## config.mk

```make
export PLATFORM = sky130hd
export DESIGN_NAME = mul_bus_master
export DESIGN_NICKNAME = d
export VERILOG_FILES = /design/src/rtl/mul_bus_master.sv
export SDC_FILE = /design/constraint.sdc
export NUM_CORES = 1
export LEC_CHECK = 0
export CORE_UTILIZATION = 25
export CTS_CLUSTER_DIAMETER = 120
export CTS_CLUSTER_SIZE = 20
export DETAILED_ROUTE_END_ITERATION = 16
export GPL_ROUTABILITY_DRIVEN = 0
export GPL_TIMING_DRIVEN = 0
export PLACE_DENSITY = 0.53
export REMOVE_ABC_BUFFERS = 1
export SLEW_MARGIN = 5
export SYNTH_ARGS = -nofsm -noshare
export SYNTH_HDL_FRONTEND = slang
export SYNTH_SLANG_ARGS = --single-unit
```

## constraint.sdc

```tcl
create_clock -name clk -period 24.8 [get_ports clk]
set_input_delay 4.96 -clock clk [delete_from_list [all_inputs] [get_ports clk]]
set_output_delay 4.96 -clock clk [all_outputs]
set_load 0.05 [all_outputs]
```

## src/rtl/mul_bus_master.sv

```systemverilog
//==============================================================================
// mul_bus_master - runs one 64x64 multiply job at a time on the Multiplier
// slave bus and returns the 128-bit product (or a timeout error). Rev 1.0
//==============================================================================
`default_nettype none

module mul_bus_master #(
   parameter int TIMEOUT = 64
) (
   input  logic         clk,
   input  logic         reset,
   input  logic         cmd_valid,
   input  logic [63:0]  cmd_a,
   input  logic [63:0]  cmd_b,
   output logic         cmd_ready,
   output logic         M_sel,
   output logic         M_wr,
   output logic [7:0]   M_address,
   output logic [31:0]  M_dout,
   input  logic [31:0]  M_din,
   input  logic         m_interrupt,
   output logic         res_valid,
   output logic [127:0] res_data,
   output logic         res_err,
   input  logic         res_ready
);

   localparam int            CW       = $clog2(TIMEOUT) + 1;
   localparam logic [CW-1:0] CNT_LAST = CW'(TIMEOUT - 1);

   localparam logic [7:0] ADDR_A_LO  = 8'h00;
   localparam logic [7:0] ADDR_A_HI  = 8'h01;
   localparam logic [7:0] ADDR_B_LO  = 8'h02;
   localparam logic [7:0] ADDR_B_HI  = 8'h03;
   localparam logic [7:0] ADDR_RES0  = 8'h04;
   localparam logic [7:0] ADDR_START = 8'h08;
   localparam logic [7:0] ADDR_CLEAR = 8'h09;
   localparam logic [7:0] ADDR_IE    = 8'h0a;
   localparam logic [7:0] ADDR_ICLR  = 8'h0b;

   typedef enum logic [3:0] {
      S_IDLE, S_WR_A0, S_WR_A1, S_WR_B0, S_WR_B1, S_WR_IE, S_START,
      S_WAIT, S_RD, S_INTCLR, S_ABORT, S_OUT
   } state_t;

   state_t         state_q, state_d;
   logic [63:0]    a_q, a_d;
   logic [63:0]    b_q, b_d;
   logic [CW-1:0]  cnt_q, cnt_d;
   logic [1:0]     rd_idx_q, rd_idx_d;
   logic           cap_q, cap_d;
   logic [1:0]     cap_idx_q, cap_idx_d;
   logic           cmd_ready_q, cmd_ready_d;
   logic           sel_q, sel_d;
   logic           wr_q, wr_d;
   logic [7:0]     addr_q, addr_d;
   logic [31:0]    dout_q, dout_d;
   logic           res_valid_q, res_valid_d;
   logic           res_err_q, res_err_d;
   logic [127:0]   res_data_q, res_data_d;

   always_ff @(posedge clk or posedge reset) begin
      if (reset) begin
         state_q     <= S_IDLE;
         a_q         <= '0;
         b_q         <= '0;
         cnt_q       <= '0;
         rd_idx_q    <= '0;
         cap_q       <= 1'b0;
         cap_idx_q   <= '0;
         cmd_ready_q <= 1'b0;
         sel_q       <= 1'b0;
         wr_q        <= 1'b0;
         addr_q      <= '0;
         dout_q      <= '0;
         res_valid_q <= 1'b0;
         res_err_q   <= 1'b0;
         res_data_q  <= '0;
      end else begin
         state_q     <= state_d;
         a_q         <= a_d;
         b_q         <= b_d;
         cnt_q       <= cnt_d;
         rd_idx_q    <= rd_idx_d;
         cap_q       <= cap_d;
         cap_idx_q   <= cap_idx_d;
         cmd_ready_q <= cmd_ready_d;
         sel_q       <= sel_d;
         wr_q        <= wr_d;
         addr_q      <= addr_d;
         dout_q      <= dout_d;
         res_valid_q <= res_valid_d;
         res_err_q   <= res_err_d;
         res_data_q  <= res_data_d;
      end
   end

   // Next state, operand latch, timeout counter and result capture.
   always_comb begin
      state_d    = state_q;
      a_d        = a_q;
      b_d        = b_q;
      cnt_d      = cnt_q;
      rd_idx_d   = rd_idx_q;
      res_err_d  = res_err_q;
      res_data_d = res_data_q;
      // Read data trails its address by one cycle, so capture is a delayed copy of RD.
      cap_d      = (state_q == S_RD);
      cap_idx_d  = rd_idx_q;
      if (cap_q) begin
         res_data_d[{cap_idx_q, 5'd0} +: 32] = M_din;
      end

      case (state_q)
         S_IDLE: begin
            if (cmd_valid && cmd_ready_q) begin
               a_d        = cmd_a;
               b_d        = cmd_b;
               res_data_d = '0;
               res_err_d  = 1'b0;
               state_d    = S_WR_A0;
            end
         end
         S_WR_A0: state_d = S_WR_A1;
         S_WR_A1: state_d = S_WR_B0;
         S_WR_B0: state_d = S_WR_B1;
         S_WR_B1: state_d = S_WR_IE;
         S_WR_IE: state_d = S_START;
         S_START: begin
            cnt_d   = '0;
            state_d = S_WAIT;
         end
         S_WAIT: begin
            if (m_interrupt) begin
               cnt_d    = '0;
               rd_idx_d = '0;
               state_d  = S_RD;
            end else if (cnt_q == CNT_LAST) begin
               cnt_d   = '0;
               state_d = S_ABORT;
            end else begin
               cnt_d = cnt_q + 1'b1;
            end
         end
         S_RD: begin
            if (rd_idx_q == 2'd3) begin
               state_d = S_INTCLR;
            end else begin
               rd_idx_d = rd_idx_q + 2'd1;
            end
         end
         S_INTCLR: state_d = S_OUT;
         S_ABORT: begin
            res_err_d  = 1'b1;
            res_data_d = '0;
            state_d    = S_OUT;
         end
         S_OUT: begin
            if (res_ready) begin
               res_err_d = 1'b0;
               state_d   = S_IDLE;
            end
         end
         default: state_d = S_IDLE;
      endcase
   end

   // Bus and handshake outputs are decoded from the state being entered so they register cleanly.
   always_comb begin
      sel_d       = 1'b0;
      wr_d        = 1'b0;
      addr_d      = '0;
      dout_d      = '0;
      cmd_ready_d = (state_d == S_IDLE);
      res_valid_d = (state_d == S_OUT);

      case (state_d)
         S_WR_A0: begin
            sel_d  = 1'b1;
            wr_d   = 1'b1;
            addr_d = ADDR_A_LO;
            dout_d = a_d[31:0];
         end
         S_WR_A1: begin
            sel_d  = 1'b1;
            wr_d   = 1'b1;
            addr_d = ADDR_A_HI;
            dout_d = a_d[63:32];
         end
         S_WR_B0: begin
            sel_d  = 1'b1;
            wr_d   = 1'b1;
            addr_d = ADDR_B_LO;
            dout_d = b_d[31:0];
         end
         S_WR_B1: begin
            sel_d  = 1'b1;
            wr_d   = 1'b1;
            addr_d = ADDR_B_HI;
            dout_d = b_d[63:32];
         end
         S_WR_IE: begin
            sel_d  = 1'b1;
            wr_d   = 1'b1;
            addr_d = ADDR_IE;
            dout_d = 32'd1;
         end
         S_START: begin
            sel_d  = 1'b1;
            wr_d   = 1'b1;
            addr_d = ADDR_START;
            dout_d = 32'd1;
         end
         S_RD: begin
            sel_d  = 1'b1;
            addr_d = ADDR_RES0 + {6'd0, rd_idx_d};
         end
         S_INTCLR: begin
            sel_d  = 1'b1;
            wr_d   = 1'b1;
            addr_d = ADDR_ICLR;
            dout_d = 32'd1;
         end
         S_ABORT: begin
            sel_d  = 1'b1;
            wr_d   = 1'b1;
            addr_d = ADDR_CLEAR;
            dout_d = 32'd1;
         end
         default: begin
            sel_d = 1'b0;
         end
      endcase
   end

   assign cmd_ready = cmd_ready_q;
   assign M_sel     = sel_q;
   assign M_wr      = wr_q;
   assign M_address = addr_q;
   assign M_dout    = dout_q;
   assign res_valid = res_valid_q;
   assign res_err   = res_err_q;
   assign res_data  = res_data_q;

endmodule

`default_nettype wire

```

# Yosys cells after proc, flatten, opt, wreduce, memory -nomap -nowiden
# Index checks and enable logic that the tools add are counted.
[totals]
regBits = 317
wordCells = 83
[op_classes]
n_addsub = 4
eq_ne = 25
shifts = 2
mux = 27
n_reduce_logical = 10
[op_table]
columns = ["operator", "n"]
rows = [
  ["$mux 128", 2],
  ["$mux 64", 4],
  ["$pmux 128 s2", 1],
  ["$pmux 32 s5", 1],
  ["$bwmux 128", 1],
  ["$shift 32x9->128 const A", 1],
  ["$shiftx 32x9->128", 1],
  ["$pmux 4 s11", 1],
  ["$eq 4x4->1 const B", 8],
  ["$pmux 4 s8", 1],
  ["$eq 4x3->1 const B", 7],
  ["$mux 4", 5],
  ["$eq 4x2->1 const B", 4],
  ["$mux 7", 2],
  ["$pmux 7 s2", 1],
  ["$neg 7->9", 1],
  ["$reduce_or 9->1", 1],
  ["$eq 4x1->1 const B", 2],
  ["$logic_not 4->1", 2],
  ["$reduce_or 8->1", 1],
  ["$add 7x1->7 const B", 1],
  ["$eq 7x6->1 const B", 1],
  ["$add 3x2->4 const A", 1],
  ["$mux 1", 4],
  ["other kinds (12)", 14],
]

# Logic depth before layout (Yosys ltp)
[depth]
ltp_word = 7
mapped_depth = 8
depth_no_buf = 6

# Least setup slack after synthesis
# No wires, ideal clock.
[synth_path]
path_kind = "input to register"
start = "input cmd_valid"
end = "register dout_q[0], in the netlist M_dout[0]"
arrival_ns = 6.001
required_ns = 24.674
path_slack_ns = 18.673
stages = 5
path_cell_list = "a211o_1 a32oi_2 nand3_4 mux2i_1 a221o_1"
[synth_between]
elab_chain_len = 6
elab_cells_between_ends = 17
classes_between = "8 x eq/ne; 7 x mux; 2 x reduce/logical"
[synth_rtl]
columns = ["element", "line_no", "source"]
rows = [
  ["start: declaration", "12", "input logic cmd_valid,"],
  ["$logic_and 1x1->1 *", "116", "if (cmd_valid && cmd_ready_q) begin"],
  ["$mux 4 *", "116", ""],
  ["$pmux 4 s11 *", "114", "case (state_q)"],
  ["net state_d[0]", "46", "state_t state_q, state_d;"],
  ["$eq 4x4->1 or $eq 4x3->1 (tied branches)", "177", "case (state_d)"],
  ["$reduce_or 4->1 (no line)", "n/a", ""],
  ["$pmux 32 s5 *", "177", ""],
  ["net dout_d[0]", "57", "logic [31:0] dout_q, dout_d;"],
  ["end signal: assignment", "91", "dout_q <= dout_d;"],
  ["end: declaration", "57", ""],
]
# The timed path passes the listed nets; every way through them passes the cells marked *.
# A chain may end at the register's enable or synchronous reset.

# Worst setup path in the final report
[layout_path]
start = "input cmd_valid"
end = "register res_data_q[118], in the netlist res_data[118]"
[layout_between]
elab_chain_len = 3
[layout_rtl]
columns = ["element", "line_no", "source"]
rows = [
  ["$logic_and 1x1->1", "116", ""],
  ["$mux 128", "116", ""],
  ["$pmux 128 s2", "114", ""],
  ["net res_data_d[118]", "60", "logic [127:0] res_data_q, res_data_d;"],
  ["end signal: assignment", "94", "res_data_q <= res_data_d;"],
  ["end: declaration", "60", ""],
]
# The timed path passes the listed nets, and every way through them passes these cells.

==> summary.txt <==
Rows: 78
Sequential area share after synthesis: 60.9%
Status: finished, final reports clean
Post-synthesis register bit count: 281
Die Span Y: 217 um
Synthesized-area fraction occupied by adder cells: 0.650%
Worst rel slew slack: 24.2%
Initial antenna violation count: 2
Largest net degree at the start of global routing: 117
CTS HTree Levels: 1
Required time worst endpoint: 25,180 ps
Final setup fails: 0
Share of cells above drive strength 1: 7.41%
Nets: 1,626
Hold buffer count at CTS: 0
Mux contribution to synthesized area: 1.83%
Area of placed instances: 0.0158 sq mm
CP Capture Type: register
Final min period: 6870 ps
Worst Hold Path Cells: 0
CTS buffer count: 18
Hold Startpoint: cap_idx_d[1]$_DFF_PP0_
# IOs: 338
Core Box Area: 0.0455 sq mm
Reg clk slew, reported paths: 80 ps
Leakage: 7.54 nW
Final period util: 27.7%
Clock Tree Root: clkbuf_16
Commonest non-fill, non-tap cell in the layout: nand2_1
First-pass DRT Iterations: 7
Worst hold path type: reg -> reg
Area delta synth->final: 40.8%
Vias: 9,578
Largest family of logic cells by synthesized area: simple AND/OR/NAND/NOR gates
RSZ-0062 raised after global routing: no
Chip width: 217 um
Drt drc: 0
First-pass GRT wire length: 59.4 mm
Commonest non-fill, non-tap cells in the layout: 338 x nand2_1, 333 x clkdlybuf4s50_1, 280 x dfrtp_1, 142 x a22oi_1, 139 x nor2_1
Post-synth EDFFs: 0
Clk sinks: 281
Mapped Avg Cell Area: 9.97 sq um
Post-route cell area: 0.0163 sq mm
# placed instances: 2,035
Internal cell power: 898 uW
XOR/XNOR Fraction of Synth Area: 0.0758%
Power share of the clock group: 20.1%
Combinational fraction of design power: 37.5%
Grt total ovfl: 0
Net Switching: 589 uW
Clk_lat worst skew: 520 ps
Pre-CTS WS: 17,380 ps
Yosys warning count: 0
Post-synth ARST share: 100%
Count of cell types in the netlist: 42
Initial DRC Count: 637
Slew Limit Fails: 0
Maxcap violations: 0
Worst setup SP type: primary input
CP arrival: 7250 ps
Die area: 0.0471 sq mm
Crit Path Max Fanout: 83
Final HPWL DP: 26.0 mm
Cell count after synthesis: 1,158
Synth Area in Compound Gates: 14.8%
Layout Cells excl Fill: 2,059
Min-Delay Endpoint: cap_idx_q[1]$_DFF_PP0_
Initial Util: 25.4%
Power density cells: 91.4 mW/mm^2
VDD IR max: 0.0542 mV
Endpoints failing hold: 0
CTS tree: built
Register-to-register setup slack: 21,700 ps
Reg-to-Reg Start: state_q[2]$_DFF_PP0_
Worst Slack Setup Final: 17,930 ps
Setup CP Type: in -> reg
Detailed-route wire length per cell: 18.7 um
Clock Path Buffers: 3
Port Buf Inserts: 333
Vias in the first global route: 9,847
Post-CTS setup buffers: 0
GRT Util Overall: 16.0%
F_max: 0.146 GHz
Design Power: 1.49 mW
Clk_skew: 13.3 ps
R2r endpoint: res_data[118]$_DFF_PP0_
Synth Area in Simple Gates: 17.9%
Final setup TNS: 0 ps
Via/cell ratio: 4.65
WL final: 38.5 mm
Antenna violation net count after detailed routing: 0
Cell Area, Synth: 0.0115 sq mm
Main synth FF type: dfrtp_1
Worst Reg-to-Reg Cells: 6
Actual slew at the worst max-slew pin: 1140 ps
PostCTS Resize Cnt: 0
Seq pwr share: 42.4%
Sw frac: 39.6%
[cells in the mapped netlist, types with 4 or more instances]
cell,number,area share [%]
nand2_1,343,11
dfrtp_1,281,61
a22oi_1,142,9.2
nor2_1,140,4.5
clkbuf_1,49,1.6
o21ai_0,40,1.7
buf_2,34,1.5
a31o_2,33,2.5
mux2i_1,20,1.7
inv_1,9,0.29
ha_1,6,0.65
buf_4,5,0.33
nand2b_1,5,0.27
nand3_1,5,0.22
and3_1,4,0.22
nor2b_1,4,0.22
[stage by stage]
step	hold WS (ps)	util, %
after floorplan	390	-
after global placement	433	33.5
after detailed placement	417	34.6
after CTS	437	35.7
after global routing	479	35.8
final	438	35.8
[power groups by stage]
stage / clock network [mW] / registers, mW / logic, mW
floorplan: 0 / 0.754 / 0.206
global route: 0.330 / 0.646 / 0.604
global placement: 0 / 0.637 / 0.538
detailed placement: 0 / 0.641 / 0.564
finish: 0.299 / 0.630 / 0.558
CTS: 0.316 / 0.633 / 0.566
[worst max-delay path by stage]
stage          startpoint                 endpoint  slack, ps  cells past startpoint
2_1_floorplan       reset   M_address[0]$_DFF_PP0_      12090                      1
3_3_place_gp        reset   res_data[12]$_DFF_PP0_       8030                      2
3_5_place_dp    cmd_valid  res_data[119]$_DFF_PP0_      17380                      6
4_1_cts         cmd_valid  res_data[119]$_DFF_PP0_      17930                      6
5_1_grt         cmd_valid   res_data[40]$_DFF_PP0_      17780                      6
6_report        cmd_valid  res_data[118]$_DFF_PP0_      17930                      6
[state kept, by name, indices dropped and copies added (netlist names)]
| signal | cells |
|---|---|
| a_q | 32 |
| M_wr | 1 |
| b_q | 64 |
| res_err | 1 |
| M_address | 4 |
| M_sel | 1 |
| cap_q | 1 |
| M_dout | 32 |
| cap_idx_q | 2 |
| res_data | 128 |
| state_q | 4 |
| cmd_ready | 1 |
| res_valid | 1 |
| cnt_q | 7 |
| cap_idx_d | 2 |
[area by class of cell]
cell class | instances | area, sq um
Timing Repair Buffer | 363 | 3760
Antenna cell | 2 | 5.00
Clock inverter | 3 | 26.3
Sequential cell | 281 | 7030
Inverter | 9 | 41.3
Multi-Input combinational cell | 782 | 4170
Fill cell | 4681 | 29200
Tap cell | 600 | 751
Clock buffer | 19 | 475
[worst max-delay path, cell delays in order]
cell and delay, ps:
clkdlybuf4s50_1 480, and2_1 220, nand3_4 420, nand2_4 630, buf_16 360, nor2_1 100
[logic make-up (layout without fill, tap and decap cells)]
logic type,Yosys count,after routing
AO/OA/AOI/OAI,234,234
XOR/XNOR,1,1
adder cells (fa/ha/maj),6,6
buffers and inverters,98,394
flip-flops,281,281
multiplexers,21,21
other,1,6
AND/OR/NAND/NOR,516,516
[metal layers]
layer  routed length (um)  global-route usage (%)
met2                17100                    25.1
met1                16900                    20.9
met3                 3870                    5.76
met5                    0                       0
met4                  614                    4.23
Note: power is estimated with default switching activity, not from simulation.
